### config.mk
export PLATFORM = sky130hd
export DESIGN_NAME = rca_op_sequencer
export DESIGN_NICKNAME = d
export VERILOG_FILES = /design/src/rtl/rca_op_sequencer.sv
export SDC_FILE = /design/constraint.sdc
export NUM_CORES = 1
export LEC_CHECK = 0
export CAP_MARGIN = 20
export CORE_ASPECT_RATIO = 1.1
export CORE_MARGIN = 1.5
export CORE_UTILIZATION = 40
export CTS_CLUSTER_DIAMETER = 50
export CTS_CLUSTER_SIZE = 25
export DETAILED_ROUTE_END_ITERATION = 8
export GPL_ROUTABILITY_DRIVEN = 0
export PLACE_DENSITY = 0.76
export SETUP_SLACK_MARGIN = 0.1
export SYNTH_ARGS = -nofsm -noshare
export SYNTH_HDL_FRONTEND = slang
export SYNTH_SLANG_ARGS = --single-unit
### constraint.sdc
create_clock -name clk -period 1.72 [get_ports clk]
set_input_delay 0.344 -clock clk [delete_from_list [all_inputs] [get_ports clk]]
set_output_delay 0.344 -clock clk [all_outputs]
set_load 0.02 [all_outputs]
### src/rtl/rca_op_sequencer.sv
// Sequential front-end for a WIDTH-bit ripple-carry adder: registers operands, waits
// SETTLE_CYCLES, captures sum/carry. Optional self-check enabled by RCA_SEQ_CHECK_EN.
module rca_op_sequencer #(
    parameter int WIDTH         = 4,
    parameter int SETTLE_CYCLES = 2
) (
    input  logic             clk,
    input  logic             rst,
    input  logic             in_valid,
    output logic             in_ready,
    input  logic [WIDTH-1:0] in_a,
    input  logic [WIDTH-1:0] in_b,
    input  logic             in_cin,
    input  logic             in_chain,
    output logic [WIDTH-1:0] add_a,
    output logic [WIDTH-1:0] add_b,
    output logic             add_cin,
    input  logic [WIDTH-1:0] add_sum,
    input  logic             add_cout,
    output logic             out_valid,
    input  logic             out_ready,
    output logic [WIDTH-1:0] out_sum,
    output logic             out_cout,
    output logic             busy,
    output logic             err
);
    // Handshakes: a transfer happens on a rising edge where valid && ready; valid
    // holds its payload stable until that edge, and ready never depends on valid.

    typedef enum logic [1:0] {S_IDLE, S_SETTLE, S_RESULT} state_t;

    state_t           state_q, state_d;
    logic [3:0]       cnt_q, cnt_d;
    logic [WIDTH-1:0] add_a_q, add_a_d, add_b_q, add_b_d;
    logic             add_cin_q, add_cin_d;
    logic [WIDTH-1:0] out_sum_q, out_sum_d;
    logic             out_cout_q, out_cout_d;
    logic             out_valid_q, out_valid_d;
    logic             busy_q, busy_d;
    logic             carry_q, carry_d;
    logic             capture;

    assign capture = (state_q == S_SETTLE) && (cnt_q == 4'(SETTLE_CYCLES - 1));

    always_comb begin
        state_d     = state_q;
        cnt_d       = cnt_q;
        add_a_d     = add_a_q;
        add_b_d     = add_b_q;
        add_cin_d   = add_cin_q;
        out_sum_d   = out_sum_q;
        out_cout_d  = out_cout_q;
        out_valid_d = out_valid_q;
        busy_d      = busy_q;
        carry_d     = carry_q;
        case (state_q)
            S_IDLE: begin
                if (in_valid) begin
                    add_a_d   = in_a;
                    add_b_d   = in_b;
                    add_cin_d = in_chain ? carry_q : in_cin;
                    cnt_d     = 4'd0;
                    busy_d    = 1'b1;
                    state_d   = S_SETTLE;
                end
            end
            S_SETTLE: begin
                if (capture) begin
                    out_sum_d   = add_sum;
                    out_cout_d  = add_cout;
                    carry_d     = add_cout;
                    out_valid_d = 1'b1;
                    state_d     = S_RESULT;
                end else begin
                    cnt_d = cnt_q + 4'd1;
                end
            end
            S_RESULT: begin
                if (out_ready) begin
                    out_valid_d = 1'b0;
                    busy_d      = 1'b0;
                    state_d     = S_IDLE;
                end
            end
            default: state_d = S_IDLE;
        endcase
    end

`ifdef RCA_SEQ_CHECK_EN
    logic [WIDTH:0] exp_full;
    logic           err_q, err_d;

    // Independent reference for the adder, checked only at the capture edge.
    always_comb begin
        exp_full = {1'b0, add_a_q} + {1'b0, add_b_q} + {{WIDTH{1'b0}}, add_cin_q};
        err_d    = err_q;
        if (capture && ({add_cout, add_sum} != exp_full))
            err_d = 1'b1;
    end
    assign err = err_q;
`else
    assign err = 1'b0;
`endif

    always_ff @(posedge clk) begin
        if (rst) begin
            state_q     <= S_IDLE;
            cnt_q       <= 4'd0;
            add_a_q     <= '0;
            add_b_q     <= '0;
            add_cin_q   <= 1'b0;
            out_sum_q   <= '0;
            out_cout_q  <= 1'b0;
            out_valid_q <= 1'b0;
            busy_q      <= 1'b0;
            carry_q     <= 1'b0;
`ifdef RCA_SEQ_CHECK_EN
            err_q       <= 1'b0;
`endif
        end else begin
            state_q     <= state_d;
            cnt_q       <= cnt_d;
            add_a_q     <= add_a_d;
            add_b_q     <= add_b_d;
            add_cin_q   <= add_cin_d;
            out_sum_q   <= out_sum_d;
            out_cout_q  <= out_cout_d;
            out_valid_q <= out_valid_d;
            busy_q      <= busy_d;
            carry_q     <= carry_d;
`ifdef RCA_SEQ_CHECK_EN
            err_q       <= err_d;
`endif
        end
    end

    assign in_ready  = (state_q == S_IDLE) && !rst;
    assign add_a     = add_a_q;
    assign add_b     = add_b_q;
    assign add_cin   = add_cin_q;
    assign out_valid = out_valid_q;
    assign out_sum   = out_sum_q;
    assign out_cout  = out_cout_q;
    assign busy      = busy_q;
endmodule

==> flow_summary.yaml <==
status:
  status: "completed"
synthesis:
  ys.flop_type: "dfxtp_1"
  syn_avg_cell_area_um2: 9.18
  synth_edf_count: 0
  synth_seq_cells: 22
  yosysMostFrequentCell: "dfxtp_1"
  ys_top_cells_by_area: "dfxtp_1, nand2_1, a21oi_1"
  synthesis.nets: 135
  yosysTopAreaCellShare_pct: 42.1
  synthDistinctLibCells: 34
  synth_area_um2: 1050
  ys_warn_count: 0
  synth.yosys.seq_area_share_pct: 42.1
  synthCells: 114
  synthArstFlopShare_pct: 0
  synth_area_leader_cell: "dfxtp_1"
  synth_commonest_cells: "dfxtp_1, nand2_1, a21oi_1"
timing:
  setup-tns-final_ns: 0
  finalSetupViolations: 0
  fin_crit_ns: 1.55
  setup_ws_ns: 0.166
  finalHoldViolations: 0
  grt_setup_unrepaired: "false"
  skew_ns: 0.00317
  fin_crit_sh_pct: 90.4
  fmax_mhz: 643
  timing.final.max_slew_violations: 0
finish:
  antennaDiodeCount: 0
  num-fill-cells: 222
  fin_nets: 174
  fin_area_um2: 1490
  drive_above_1_share_pct: 16.6
  area_growth_pct: 42.7
place:
  dp_slack_ns: -0.226
  dpl_cell_area_um2: 1430
  hpwl_mm: 1.65
  portBuffers: 35
global_route:
  track_usage_pct: 16.6
  grt_pass1_wl_mm: 3.78
  overflow: 0
  grt_pass1_vias: 872
  grt_max_degree: 29
  antenna_found_initial: 0
floorplan:
  dieArea_um2: 2930
  die_y_um: 56.6
  fp-row-count: 19
  die_w_um: 51.8
  start_util_pct: 41.9
  core_um2: 2500
  io_pins: 37
clock_network:
  cts_setup_buffers: 0
  cts.reportedPaths.clkPinSlew_ns: 0.10
  numCtsBuffers: 3
  cts_tree: "done"
  cts.htree.levels: 1
  cts.sinks: 22
  cts_root_buf: "clkbuf_4"
  clockBufferDepth: 2
  insertion_delay_ns: 0.29
setup_path:
  end_kind: "primary output"
  cp_max_fo: 2
  critPathKind: "input pin to primary output"
  worst_ep_required_time_ns: 1.38
  startpoint_type: "input pin"
  arrival_ns: 1.21
routing:
  dr.pass1.iters: 2
  drc: 0
  num_vias: 925
  post_drt_via_cell_ratio: 5.08
  wl_per_cell_um: 12.4
  drt_iter0_drc: 8
  totalWireLength_mm: 2.26
  ant_nets: 0
pwr:
  total_power_mw: 1.03
  peakVddDrop_uv: 500
  p_leak_nw: 0.762
  power.density_nw_per_um2: 687
min_path:
  hold_class: "flip-flop to flip-flop"
run:
  cap_viol_max_count: 0
[per-layer routing]
layer / share of wire, % / track usage (%) / vias up
met5: 0 / 0 / -
met4: 1.3 / 6.77 / 0
met3: 5.3 / 2.93 / 4
met2: 48 / 27.3 / 26
met1: 46 / 21.3 / 430
li1: - / - / 465
[metrics by stage]
stage,utilization [%],instances,hold WS [ns]
5_1_grt,59.8,182,0.493
3_5_place_dp,57.4,179,0.452
6_report,59.8,182,0.462
4_1_cts,58.1,182,0.468
3_3_place_gp,57.4,179,0.444
2_1_floorplan,-,114,0.480
[power breakdown]
part           switching, mW  internal [mW]  leakage (nW)
logic                  0.125          0.129         0.569
registers             0.0181          0.536         0.180
clock network          0.135         0.0816        0.0138
total                  0.278          0.747         0.762
[layout make-up]
cell class | instances | area (um^2) | share of cell area (%)
repair buffers | 44 | 444 | 29.8
inverters | 1 | 3.75 | 0.251
multi-input cells | 81 | 543 | 36.4
clock buffers | 3 | 22.5 | 1.51
well taps | 31 | 38.8 | 2.60
flip-flops and latches | 22 | 440 | 29.5
[layout by cell type (no fill, tap or decap), types with 2 or more instances in the layout]
cell type         n
a211oi_2          2
a21oi_1          11
a31oi_1           2
buf_4             9
clkbuf_4          3
clkdlybuf4s50_1  18
dfxtp_1          22
dlygate4sd2_1     4
dlymetal6s2s_1   12
ha_1              2
mux2i_1           2
nand2_1          18
nand2b_1          7
nand4b_1          5
nor2_1            4
nor3_2            2
nor3b_1           2
o21ai_1           6
or3_1             2
[state kept, by name, indices dropped and copies added, names as in the netlist]
register and count:
out_valid 1, out_sum 4, add_b 4, add_a 4, cnt_q 4, busy 1, carry_q 1, add_cin 1
state_q 2
[final timing paths]
path | cells after the start | endpoint | startpoint | slack, ns
setup / recovery | 3 | in_ready | rst | 0.17
hold / removal | 2 | add_b[3]$_SDFFE_PP0P_ | add_b[3]$_SDFFE_PP0P_ | 0.46
setup reg to reg | 5 | out_valid$_SDFFE_PP0P_ | cnt_q[0]$_SDFFE_PP0P_ | 0.25
hold reg to reg | 2 | add_b[3]$_SDFFE_PP0P_ | add_b[3]$_SDFFE_PP0P_ | 0.46
[critical path, stage by stage]
cell,delay (ns)
clkdlybuf4s50_1,0.46
nor3_2,0.13
clkdlybuf4s15_2,0.28
[repair_timing]
item	4_1_cts	5_1_grt
cloned	0	0
resized for setup	8	14
endpoints found under the setup margin	5	15
pin swaps	0	0
hold buffers	0	0
[kinds of logic after synthesis]
kind of cell               after synthesis  synth area share, %
other                                    1                0.359
buffers and inverters                   11                 7.06
and+or+nand+nor                         50                 28.9
AOI/OAI and AO/OA                       25                 15.8
DFF                                     22                 42.1
muxes                                    3                 3.35
adders and majority gates                2                 2.39
Power figures use the tool's default switching activity.
